**config.mk**
```make
export PLATFORM = sky130hd
export DESIGN_NAME = btn_event
export DESIGN_NICKNAME = d
export VERILOG_FILES = /design/src/rtl/btn_event.sv
export SDC_FILE = /design/constraint.sdc
export NUM_CORES = 1
export LEC_CHECK = 0
export BUFFER_PORTS_ARGS = -buffer_cell sky130_fd_sc_hd__buf_4
export CORE_MARGIN = 5
export CORE_UTILIZATION = 46
export DETAILED_ROUTE_END_ITERATION = 10
export PLACE_DENSITY = 0.69
export SETUP_SLACK_MARGIN = 0.1
export SYNTH_ARGS = -nofsm -noshare
export SYNTH_HDL_FRONTEND = slang
export SYNTH_SLANG_ARGS = --single-unit
export TNS_END_PERCENT = 30
```
**constraint.sdc**
```tcl
create_clock -name sclk -period 2.5 [get_ports sclk]
set_input_delay 0.5 -clock sclk [delete_from_list [all_inputs] [get_ports sclk]]
set_output_delay 0.5 -clock sclk [all_outputs]
set_load 0.01 [all_outputs]
```
**src/rtl/btn_event.sv**
```systemverilog
// btn_event: per-button event generator fed by debounced, sclk-synchronous
// button levels. Each button runs its own IDLE/HELD/REPEAT machine and hold
// timer, and produces registered single-cycle event pulses.
//
// Ports
//   sclk       system clock, rising edge
//   resetn     asynchronous active-low reset
//   btn_in     debounced button levels, 1 = pressed
//   press_o    1-cycle pulse on press
//   short_o    1-cycle pulse on release before the long threshold
//   long_o     1-cycle pulse when the hold reaches LONG_CYCLES
//   rpt_o      1-cycle pulse every REPEAT_CYCLES after long_o while held
//   release_o  1-cycle pulse on every release
//   held_o     level, button machine is not IDLE
//
// state  | meaning
// IDLE   | button released, waiting for a press
// HELD   | pressed, timing towards the long-press threshold
// REPEAT | long press reached, emitting auto-repeat pulses
//
// The hold timer is a down-counter loaded with (period-1) and compared
// against zero; a press sampled on edge e0 loads LONG_CYCLES-1, so the
// terminal count is seen on edge e(LONG_CYCLES).

module btn_event #(
   parameter int WIDTH         = 4,
   parameter int LONG_CYCLES   = 50_000_000,
   parameter int REPEAT_CYCLES = 10_000_000,
   parameter int CNT_W         = 27
) (
   input  logic             sclk,
   input  logic             resetn,
   input  logic [WIDTH-1:0] btn_in,
   output logic [WIDTH-1:0] press_o,
   output logic [WIDTH-1:0] short_o,
   output logic [WIDTH-1:0] long_o,
   output logic [WIDTH-1:0] rpt_o,
   output logic [WIDTH-1:0] release_o,
   output logic [WIDTH-1:0] held_o
);

   if (CNT_W < 1 || CNT_W > 62) begin : g_bad_cnt_w
      $fatal(1, "btn_event: CNT_W out of range");
   end
   if (LONG_CYCLES < 2 || 64'(LONG_CYCLES) >= (64'd1 << CNT_W)) begin : g_bad_long
      $fatal(1, "btn_event: LONG_CYCLES out of range");
   end
   if (REPEAT_CYCLES < 1 || 64'(REPEAT_CYCLES) >= (64'd1 << CNT_W)) begin : g_bad_repeat
      $fatal(1, "btn_event: REPEAT_CYCLES out of range");
   end

   typedef enum logic [1:0] {
      IDLE   = 2'd0,
      HELD   = 2'd1,
      REPEAT = 2'd2
   } state_t;

   localparam logic [CNT_W-1:0] LONG_LOAD   = CNT_W'(LONG_CYCLES - 1);
   localparam logic [CNT_W-1:0] REPEAT_LOAD = CNT_W'(REPEAT_CYCLES - 1);
   localparam logic [CNT_W-1:0] CNT_ZERO    = '0;
   localparam logic [CNT_W-1:0] CNT_ONE     = CNT_W'(1);

   for (genvar i = 0; i < WIDTH; i++) begin : g_btn
      state_t           state;
      state_t           nxt_state;
      logic [CNT_W-1:0] cnt;
      logic [CNT_W-1:0] nxt_cnt;
      logic             press_q,   nxt_press;
      logic             short_q,   nxt_short;
      logic             long_q,    nxt_long;
      logic             rpt_q,     nxt_rpt;
      logic             release_q, nxt_release;
      logic             tc;

      assign tc = (cnt == CNT_ZERO);

      always_ff @(posedge sclk or negedge resetn) begin
         if (!resetn) begin
            state     <= IDLE;
            cnt       <= '0;
            press_q   <= 1'b0;
            short_q   <= 1'b0;
            long_q    <= 1'b0;
            rpt_q     <= 1'b0;
            release_q <= 1'b0;
         end else begin
            state     <= nxt_state;
            cnt       <= nxt_cnt;
            press_q   <= nxt_press;
            short_q   <= nxt_short;
            long_q    <= nxt_long;
            rpt_q     <= nxt_rpt;
            release_q <= nxt_release;
         end
      end

      // Release is tested before the terminal count, so a release landing
      // on a threshold edge suppresses long/rpt.
      always_comb begin
         nxt_state = state;
         nxt_cnt   = cnt;
         case (state)
            IDLE: begin
               if (btn_in[i]) begin
                  nxt_state = HELD;
                  nxt_cnt   = LONG_LOAD;
               end
            end
            HELD: begin
               if (!btn_in[i]) begin
                  nxt_state = IDLE;
                  nxt_cnt   = '0;
               end else if (tc) begin
                  nxt_state = REPEAT;
                  nxt_cnt   = REPEAT_LOAD;
               end else begin
                  nxt_cnt   = cnt - CNT_ONE;
               end
            end
            REPEAT: begin
               if (!btn_in[i]) begin
                  nxt_state = IDLE;
                  nxt_cnt   = '0;
               end else if (tc) begin
                  nxt_cnt   = REPEAT_LOAD;
               end else begin
                  nxt_cnt   = cnt - CNT_ONE;
               end
            end
            default: begin
               nxt_state = IDLE;
               nxt_cnt   = '0;
            end
         endcase
      end

      always_comb begin
         nxt_press   = 1'b0;
         nxt_short   = 1'b0;
         nxt_long    = 1'b0;
         nxt_rpt     = 1'b0;
         nxt_release = 1'b0;
         case (state)
            IDLE: begin
               nxt_press = btn_in[i];
            end
            HELD: begin
               if (!btn_in[i]) begin
                  nxt_short   = 1'b1;
                  nxt_release = 1'b1;
               end else begin
                  nxt_long    = tc;
               end
            end
            REPEAT: begin
               if (!btn_in[i]) begin
                  nxt_release = 1'b1;
               end else begin
                  nxt_rpt     = tc;
               end
            end
            default: ;
         endcase
      end

      assign press_o[i]   = press_q;
      assign short_o[i]   = short_q;
      assign long_o[i]    = long_q;
      assign rpt_o[i]     = rpt_q;
      assign release_o[i] = release_q;
      assign held_o[i]    = (state != IDLE);
   end

endmodule

```
==> qor.txt, run 1 <==
CORE AREA -> 0.0173 mm^2
asr flop ratio synth -> 100%
most frequent cells in the layout -> dfrtp_1, o21ai_0, buf_4
number of global-route vias before repair -> 6931
Leak Pwr -> 4.10 nW
Setup Skew -> 0.00570 ns
GRT Total Usage -> 20.5%
Routed wire per std cell -> 16.8 um
Period minus WS final -> 2.41 ns
Die X -> 143 um
maxcap violations -> 0
net switching power figure -> 4.18 mW
Vias/cell -> 6.19
Ports -> 30
reg2reg path depth -> 5
area grow syn2layout -> 16.0%
total grt overflow -> 0
Setup Viol. Count Final -> 0
XOR/XNOR Fraction of Synth Area -> 0.541%
area leader, netlist -> dfrtp_1
hold path depth -> 2
Final GP Congestion -> 0.898
Worst slew margin -> 52.7%
TritonCTS buffer count -> 17
Post-synth top flop -> dfrtp_1
die area -> 0.0203 mm^2
Sw Ratio -> 39.4%
clock transition at the registers of the reported paths -> 0.06 ns
top area cells in the synthesized netlist -> dfrtp_1, o21ai_0, a21oi_1
FF/Latch Area -> 0.00340 mm^2
final hold violation count -> 0
pwr/cell area -> 1130 mW/mm^2
clk_lat worst skew -> 0.42 ns
sequential power share -> 36.3%
kind of critical path -> flop to flop
Rows -> 48
actual slew at the worst max-slew pin -> 0.706 ns
diode count -> 0
final worst path period share -> 96.5%
H-tree depth -> 4
status -> complete, no violations
first-pass GRT wire length -> 34200 um
CTS sink count -> 136
Synth Area in Compound Gates -> 25.3%
Worst Min Path Start -> btn_in[0]
final net count -> 974
Worst R2R Start -> g_btn[0].cnt[6]$_DFFE_PN0P_
port bufs -> 29
most common cell after layout, fill and taps aside -> dfrtp_1
Cells after Synth -> 907
CTS tree -> built
multi-input logic area -> 0.00422 mm^2
share of cells above drive strength 1 -> 16.3%
clock buffer depth -> 2
clock power share -> 24.6%
first drt pass iteration count -> 6
number of synthesized flops with an enable pin -> 0
Synth warnings -> 0
#FFs+latches synth -> 136
setup TNS -> 0 ns
fillcell total -> 1537
final WL -> 19900 um
vias -> 7319
synth unique cells -> 65
Antenna Violating Nets Remaining -> 0
Crit path arrival time -> 2.72 ns
crit end category -> flop
RSZ-0062 raised after global routing -> yes
max-slew violations -> 0
die height -> 143 um
largest net degree at the start of global routing -> 54
top cell type's share of synthesized area -> 42.1%
number of antenna violations at the first check in global routing -> 0
Data required, critical path -> 2.80 ns
type of the most critical hold path -> primary input to flop
Max VDD drop -> 0.528 mV
DP HPWL -> 13700 um
mux cell area share after synthesis -> 0.247%
Mapped Nets -> 936
Hold Slack -> 0.297 ns
CP Max Fanout -> 7
Adder-Cell Fraction of Synth Area -> 3.56%
Post-Synth Simple-Gate Area -> 22.0%
internal power -> 6.42 mW
Cell Area, Synth -> 0.00809 mm^2
critical path startpoint category -> flop
Mean Syn Cell Area -> 8.92 um^2
Root Buffer -> clkbuf_16
sequential area share after synthesis -> 42.1%
Comb pwr share -> 39.0%
maximum clock frequency -> 0.414 GHz
Initial Utilization -> 46.8%
largest family of logic cells by synthesized area -> compound AO/OA/AOI/OAI gates
Iter 0 DRT Violations -> 735
Worst Setup SP -> g_btn[0].cnt[6]$_DFFE_PN0P_
drc violations -> 0
[routing by layer]
metal	part of all wire, %	GRT usage [%]	vias up
met2	46	31.7	280
met4	2.1	7.30	0
met1	46	28.3	3503
met5	0	0	-
li1	-	-	3494
met3	6.3	4.62	42
[power by group through the flow]
stage / clock, mW / combinational (mW) / sequential [mW]
2_1_floorplan: 0 / 3.01 / 3.57
3_3_place_gp: 0 / 3.99 / 3.82
3_5_place_dp: 0 / 4.06 / 3.83
4_1_cts: 2.66 / 4.08 / 3.82
5_1_grt: 2.77 / 4.65 / 3.99
6_report: 2.61 / 4.14 / 3.85
[per-stage QoR]
step | worst slack, ns | power, mW | std cells | area, um^2 | utilization (%)
after floorplan | 0.126 | 6.58 | 907 | 8090 | -
after global placement | 0.135 | 7.81 | 1149 | 8700 | 50.3
after detailed placement | 0.0970 | 7.89 | 1149 | 8700 | 50.3
after CTS | 0.0990 | 10.6 | 1182 | 9350 | 54.0
after global routing | 0.0124 | 11.4 | 1183 | 9390 | 54.3
final | 0.0866 | 10.6 | 1183 | 9390 | 54.3
[flip-flops by register name (all words and copies together), names as in the netlist]
name             count
g_btn.long_q         4
g_btn.press_q        4
g_btn.state          8
g_btn.short_q        4
g_btn.rpt_q          4
g_btn.cnt          108
g_btn.release_q      4
[path summary, 6_finish.rpt]
| path | to | slack (ns) |
|---|---|---|
| setup / recovery | g_btn[0].cnt[22]$_DFFE_PN0P_ | 0.09 |
| hold / removal | g_btn[0].short_q$_DFF_PN0_ | 0.30 |
| setup reg to reg | g_btn[0].cnt[22]$_DFFE_PN0P_ | 0.09 |
| hold reg to reg | g_btn[1].cnt[26]$_DFFE_PN0P_ | 0.47 |
| max in group asynchronous | g_btn[3].short_q$_DFF_PN0_ | 1.33 |
| min in group asynchronous | g_btn[1].cnt[3]$_DFFE_PN0P_ | 0.56 |
[cells in the mapped netlist (all sizes together) (3+ instances only)]
cell type / count
dfrtp: 136
o21ai: 93
nor2: 65
a21oi: 64
nand2: 53
clkbuf: 43
inv: 38
a31oi: 35
nor3: 34
nor4: 30
buf: 29
a211o: 24
ha: 23
nand3: 21
o211ai: 20
or4: 16
nand4: 13
a221o: 12
or3: 12
and3: 11
or2: 10
a21o: 9
nand2b: 9
nor2b: 9
nor3b: 8
o31ai: 8
a41oi: 7
and4: 7
and2: 5
nand4b: 5
o311ai: 5
o41ai: 5
a221oi: 4
o21a: 4
o221ai: 4
xnor2: 4
a22o: 3
a31o: 3
nor4b: 3
o311a: 3
[cell families after synthesis]
| group | after synthesis |
|---|---|
| flip-flops | 136 |
| AO/OA/AOI/OAI | 313 |
| adder cells (fa/ha/maj) | 23 |
| XOR/XNOR | 5 |
| buffers and inverters | 110 |
| AND/OR/NAND/NOR | 318 |
| multiplexers | 2 |
[worst max-delay path: stages (launching register included)]
cell and delay (ns):
dfrtp_1 0.42, or4_4 0.60, or4_4 0.59, nor3_2 0.28, o21ai_1 0.10, a211o_1 0.31
[layout make-up]
type                            count  area share, %
Multi-Input combinational cell    661           44.9
Sequential cell                   136           36.2
Clock inverter                      6          0.880
Tap cell                          225           3.00
Timing Repair Buffer               91           7.61
Clock buffer                       26           5.85
Inverter                           38           1.52
[repair_timing]
item | 4_1_cts | 5_1_grt
endpoints found under the hold margin | 13 | 0
setup endpoints to repair | 2 | 44
hold buffers | 1 | 0
resized for setup | 1 | 8
pin swaps | 0 | 0
buffers inserted | 0 | 1
Power figures use the tool's default switching activity.
==> run 2: changes to the inputs <==
- CORE_MARGIN: 5 -> default
==> run 2 against run 1 <==
Compared with the run above: hold slack worse by 0.0056 ns; final cell count grew 0.68%; sequential power is essentially flat; maximum frequency grew 2.7%; critical path type unchanged; largest power group unchanged.
==> qor.txt, run 2 (same netlist as run 1, synthesis figures left out) <==
actual slew at the worst max-slew pin -> 0.734 ns (+0.0282 ns)
Total Power -> 10.8 mW (+1.4%)
drc violations -> 0 (unchanged)
Crit path arrival time -> 2.65 ns (-0.07 ns)
Antenna Violating Nets Remaining -> 0 (unchanged)
critical path startpoint category -> flop
Root Buffer -> clkbuf_16
most common cell after layout, fill and taps aside -> dfrtp_1
Die X -> 135 um (-5.6%)
Largest regs -> g_btn.cnt: 108 flops, g_btn.state: 8 flops
H-tree depth -> 4 (unchanged)
port bufs -> 29 (unchanged)
Rows -> 48 (unchanged)
status -> complete, no violations
kind of critical path -> flop to flop
Post-Layout Cell Count -> 1191 (+0.68%)
final hold violation count -> 0 (unchanged)
Data required, critical path -> 2.80 ns (about the same)
vias -> 7337 (+0.25%)
clock transition at the registers of the reported paths -> 0.06 ns (about the same)
CORE AREA -> 0.0172 mm^2 (-0.35%)
number of global-route vias before repair -> 6933 (+0.029%)
pwr/cell area -> 1140 mW/mm^2 (+0.65%)
fin area -> 0.00946 mm^2 (+0.79%)
Vias/cell -> 6.16 (-0.43%)
Most flops, register -> g_btn.cnt
Setup Skew -> 0.00840 ns (+0.00270 ns)
setup TNS -> 0 ns (unchanged)
maximum clock frequency -> 0.425 GHz (+2.7%)
CTS tree -> built
clk_lat worst skew -> 0.42 ns (about the same)
final worst path period share -> 94.0% (-2.5 points)
internal power -> 6.51 mW (+1.3%)
Inst Count DP -> 1153 (+0.35%)
GRT Total Usage -> 23.0% (+2.5 points)
Worst slew margin -> 51.0% (-1.7 points)
Comb pwr share -> 38.9% (about the same)
share of cells above drive strength 1 -> 17.0% (+0.69 points)
CP Max Fanout -> 7 (unchanged)
clock power share -> 25.2% (+0.6 points)
fillcell total -> 1540 (+0.20%)
fin util -> 54.9% (+0.62 points)
most frequent cells in the layout -> dfrtp_1, buf_4, o21ai_0
TritonCTS buffer count -> 17 (unchanged)
sequential power share -> 35.9% (-0.4 points)
net switching power figure -> 4.25 mW (+1.6%)
RSZ-0062 raised after global routing -> yes
Setup Viol. Count Final -> 0 (unchanged)
clock buffer depth -> 2 (unchanged)
CTS sink count -> 136 (unchanged)
Sw Ratio -> 39.5% (+0.068 points)
DP HPWL -> 13600 um (-0.77%)
diode count -> 0 (unchanged)
die height -> 135 um (-5.6%)
final net count -> 982 (+0.82%)
max-slew violations -> 0 (unchanged)
Ports -> 30 (unchanged)
DP Area -> 0.00871 mm^2 (+0.20%)
crit end category -> flop
area grow syn2layout -> 16.9%
Period minus WS final -> 2.35 ns (-0.0632 ns)
Largest register FFs -> 108 (unchanged)
Initial Utilization -> 46.9% (+0.16 points)
final WL -> 19900 um (+0.27%)
Iter 0 DRT Violations -> 636 (-13%)
first-pass GRT wire length -> 33400 um (-2.2%)
total grt overflow -> 0 (unchanged)
first drt pass iteration count -> 6 (unchanged)
number of antenna violations at the first check in global routing -> 0 (unchanged)
largest net degree at the start of global routing -> 66 (+22%)
Leak Pwr -> 4.15 nW (+1.2%)
Max VDD drop -> 0.590 mV (+12%)
maxcap violations -> 0 (unchanged)
die area -> 0.0181 mm^2 (-11%)
Routed wire per std cell -> 16.7 um (-0.41%)
type of the most critical hold path -> primary input to flop
Final GP Congestion -> 0.847 (-5.6%)
-- run 2: changes by cell type in the layout (fill, tap and decap cells not counted), sizes merged --
cell      delta
buf          +8
clkbuf       -7
bufinv       +3
clkinv       +3
clkinvlp     +1
-- run 2: per-stage QoR --
stage / hold slack [ns] / setup slack [ns]
after floorplan: 0.204 / 0.126
after global placement: 0.359 / 0.144
after detailed placement: 0.359 / 0.106
after CTS: 0.277 / 0.106
after global routing: 0.289 / 0.0784
final: 0.291 / 0.150
-- run 2: repair_timing --
item,CTS,global route
endpoints found under the hold margin,18,0
pin swaps,0,2
gates resized for setup,1,12
buffers inserted,0,5
cloned,0,0
endpoints found under the setup margin,1,38
hold buffers,1,0
-- run 2: power groups by stage --
stage / clock network (mW) / registers, mW / logic (mW)
final: 2.71 / 3.86 / 4.18
after global routing: 2.87 / 4.01 / 4.65
after CTS: 2.77 / 3.83 / 4.09
after detailed placement: 0 / 3.84 / 4.08
after global placement: 0 / 3.82 / 3.98
after floorplan: 0 / 3.57 / 3.01
-- run 2: per-layer routing --
| layer | GRT usage (%) | vias up | part of all wire [%] |
|---|---|---|---|
| li1 | - | 3513 | - |
| met1 | 31.2 | 3610 | 46 |
| met2 | 36.8 | 190 | 48 |
| met3 | 4.47 | 24 | 4.5 |
| met4 | 7.43 | 0 | 1.2 |
| met5 | 0 | - | 0 |
-- run 2: path summary, 6_finish.rpt --
kind	start	end	slack, ns	cells past startpoint
worst max-delay path	g_btn[0].cnt[6]$_DFFE_PN0P_	g_btn[0].cnt[22]$_DFFE_PN0P_	0.15	5
worst min-delay path	btn_in[0]	g_btn[0].release_q$_DFF_PN0_	0.29	2
worst max register to register	g_btn[0].cnt[6]$_DFFE_PN0P_	g_btn[0].cnt[22]$_DFFE_PN0P_	0.15	5
worst min register to register	g_btn[2].cnt[18]$_DFFE_PN0P_	g_btn[2].cnt[18]$_DFFE_PN0P_	0.48	1
max in group asynchronous	resetn	g_btn[0].cnt[16]$_DFFE_PN0P_	1.32	3
min in group asynchronous	resetn	g_btn[0].rpt_q$_DFF_PN0_	0.48	2
-- run 2: area by class of cell --
type | instances | area, um^2 | share of cell area [%]
Multi-Input combinational cell | 661 | 4240 | 44.8
Clock inverter | 13 | 203 | 2.14
Tap cell | 225 | 282 | 2.98
Sequential cell | 136 | 3400 | 36.0
Clock buffer | 19 | 433 | 4.57
Inverter | 38 | 143 | 1.51
Timing Repair Buffer | 99 | 762 | 8.05
-- run 2: critical path, stage by stage (launching register included) --
cell and delay, ns:
dfrtp_1 0.42, or4_4 0.62, or4_4 0.59, nor3_4 0.23
o21ai_1 0.08, a211o_1 0.29
==> run 3: changes to the inputs <==
- ABC_CLOCK_PERIOD_IN_PS: default -> 2500
- CELL_PAD_IN_SITES_DETAIL_PLACEMENT: default -> 2
- CELL_PAD_IN_SITES_GLOBAL_PLACEMENT: default -> 2
- CORE_UTILIZATION: 46 -> 36
- PLACE_DENSITY: 0.69 -> 0.81
==> run 3 against run 2 <==
Compared with the run above: the flow now finishes with violations (design-rule violations); clock skew increased by 0.0065 ns; count of clock-buffer cells in the layout increased by 5; first-iteration DRC count decreased by 33%; power increased by 7.8%; highest routed layer unchanged; routed wire length increased by 53%; global-route usage increased by 3.2 points; combinational power increased by 18%; sequential share of layout area decreased by 1.0 points; hold slack got worse by 0.26 ns; setup slack got worse by 0.070 ns; die area increased by 27%.
==> qor.txt, run 3 (same netlist as run 1, synthesis figures left out) <==
Leak Pwr -> 4.23 nW (+2.1%)
Routed wire per std cell -> 24.1 um (+44%)
DP Area -> 0.00889 mm^2 (+2.1%)
DP HPWL -> 19400 um (+43%)
clock buffer depth -> 2 (unchanged)
Worst slew margin -> 50.1% (-0.91 points)
crit end category -> flop
Iter 0 DRT Violations -> 423 (-33%)
final net count -> 999 (+1.7%)
actual slew at the worst max-slew pin -> 0.748 ns (+0.0136 ns)
total grt overflow -> 0 (unchanged)
Period minus WS final -> 2.42 ns (+0.0703 ns)
status -> complete, but fails checks
net switching power figure -> 5.01 mW (+18%)
maxcap violations -> 0 (unchanged)
Crit path largest cell delay -> 0.60 ns (-0.02 ns)
CTS Hold Bufs -> 0 (-1)
TritonCTS buffer count -> 17 (unchanged)
share of cells above drive strength 1 -> 20.0% (+3.0 points)
vias -> 7895 (+7.6%)
multi-input logic area -> 0.00433 mm^2 (+2.1%)
pre-CTS setup slack -> 0.0242 ns (-0.0814 ns)
GRT Total Usage -> 26.1% (+3.2 points)
H-tree depth -> 4 (unchanged)
drc violations -> 6 (+6)
port bufs -> 29 (unchanged)
area grow syn2layout -> 20.3%
CTS sink count -> 136 (unchanged)
Initial Utilization -> 36.8% (-10 points)
Setup Viol. Count Final -> 0 (unchanged)
die area -> 0.0231 mm^2 (+27%)
final hold violation count -> 0 (unchanged)
Sw Ratio -> 43.2% (+3.7 points)
most common cell after layout, fill and taps aside -> dfrtp_1
Final GP Congestion -> 0.814 (-3.9%)
CP Max Fanout -> 5 (-2)
clock power share -> 23.3% (-1.9 points)
number of global-route vias before repair -> 8632 (+25%)
first drt pass iteration count -> 8 (+2)
Largest register FFs -> 108 (unchanged)
fillcell total -> 2340 (+52%)
CORE AREA -> 0.0220 mm^2 (+27%)
Root Buffer -> clkbuf_16
Worst R2R Start -> g_btn[1].cnt[9]$_DFFE_PN0P_
Rows -> 54 (+13%)
sequential power share -> 34.0% (-1.9 points)
pwr/cell area -> 1190 mW/mm^2 (+4.8%)
clock transition at the registers of the reported paths -> 0.07 ns (about the same)
Antenna Violating Nets Remaining -> 0 (unchanged)
internal power -> 6.59 mW (+1.2%)
number of antenna violations at the first check in global routing -> 0 (unchanged)
Die X -> 152 um (+13%)
die height -> 152 um (+13%)
slowest stage cell, crit path -> or4_4
maximum clock frequency -> 0.413 GHz (-2.9%)
RSZ-0062 raised after global routing -> yes
largest net degree at the start of global routing -> 62 (-6.1%)
kind of critical path -> flop to flop
clk_lat worst skew -> 0.44 ns (+0.02 ns)
final worst path period share -> 96.8% (+2.8 points)
most frequent CP cell -> or4_4
CTS tree -> built
Most flops, register -> g_btn.cnt
Crit path arrival time -> 2.73 ns (+0.08 ns)
Vias/cell -> 6.26 (+1.6%)
fin area -> 0.00973 mm^2 (+2.9%)
Largest regs -> g_btn.cnt: 108 flops, g_btn.state: 8 flops
Worst Setup SP -> g_btn[1].cnt[9]$_DFFE_PN0P_
FF/Latch Area -> 0.00340 mm^2 (unchanged)
most frequent cells in the layout -> dfrtp_1, buf_4, o21ai_0
PnR worst setup slack -> 0.0795 ns (-0.0703 ns)
Data required, critical path -> 2.81 ns (about the same)
failing checks -> design-rule violations
type of the most critical hold path -> primary input to async pin
Max VDD drop -> 0.383 mV (-35%)
setup TNS -> 0 ns (unchanged)
diode count -> 0 (unchanged)
critical path startpoint category -> flop
crit path cell chain -> or4_4 > or4_4 > o41ai_2 > a31oi_1 > a211o_1
max-slew violations -> 0 (unchanged)
Ports -> 30 (unchanged)
first-pass GRT wire length -> 48000 um (+44%)
final WL -> 30500 um (+53%)
Setup Skew -> 0.0149 ns (+0.00651 ns)
Comb pwr share -> 42.7% (+3.8 points)
==> run 3: cell count changes in the layout (fill, tap and decap cells not counted), sizes merged <==
cell / change
buf: +17
clkbuf: +5
clkinv: -3
bufinv: -2
clkdlybuf4s15: +1
clkinvlp: -1
dlygate4sd3: -1
==> run 3: critical path, delay by kind of cell, from the launching register on <==
family | cells | cell delay, ns
AO/OA/AOI/OAI | 3 | 0.73
AND/OR/NAND/NOR | 2 | 1.17
flip-flops | 1 | 0.40
==> run 3: worst paths after layout <==
check / to / slack, ns / cells after the start
worst max-delay path: g_btn[1].cnt[20]$_DFFE_PN0P_ / 0.08 / 5
worst max register to register: g_btn[1].cnt[20]$_DFFE_PN0P_ / 0.08 / 5
worst min register to register: g_btn[2].cnt[18]$_DFFE_PN0P_ / 0.48 / 1
max in group asynchronous: g_btn[3].cnt[24]$_DFFE_PN0P_ / 1.76 / 2
min in group sclk: g_btn[0].short_q$_DFF_PN0_ / 0.29 / 2
worst min-delay path: g_btn[0].long_q$_DFF_PN0_ / 0.03 / 1
==> run 3: cell type report <==
cell class,instances,area share [%]
repair buffers,116,9.28
inverters,38,1.47
clock buffers,24,5.05
well taps,280,3.60
multi-input cells,661,44.4
flip-flops and latches,136,35.0
clock inverters,7,1.20
==> run 3: power groups by stage <==
stage | sequential, mW | combinational, mW | clock (mW)
after global routing | 4.05 | 5.36 | 2.83
final | 3.94 | 4.95 | 2.70
after floorplan | 3.57 | 3.01 | 0
after detailed placement | 3.87 | 4.58 | 0
after global placement | 3.81 | 4.32 | 0
after CTS | 3.88 | 4.75 | 2.74
==> run 3: stage by stage <==
stage | power [mW] | util, % | hold WS (ns) | cells
floorplan | 6.58 | - | 0.204 | 907
global placement | 8.13 | 40.5 | 0.469 | 1221
detailed placement | 8.44 | 40.5 | 0.476 | 1221
CTS | 11.4 | 43.6 | 0.0721 | 1255
global route | 12.2 | 44.3 | 0.0791 | 1262
finish | 11.6 | 44.3 | 0.0280 | 1262
==> run 3: per-layer routing <==
layer | wire length, um | part of all wire [%] | global-route usage [%]
met1 | 13000 | 43 | 31.9
met4 | 782 | 2.6 | 9.96
met2 | 15800 | 52 | 46.6
met3 | 862 | 2.8 | 3.82
met5 | 0 | 0 | 0
==> run 3: timing repair <==
action,CTS,global route
setup endpoints to repair,36,71
setup buffers,3,6
gates cloned,0,1
gates resized for setup,9,26
hold endpoints to repair,0,0
pin swaps,4,8
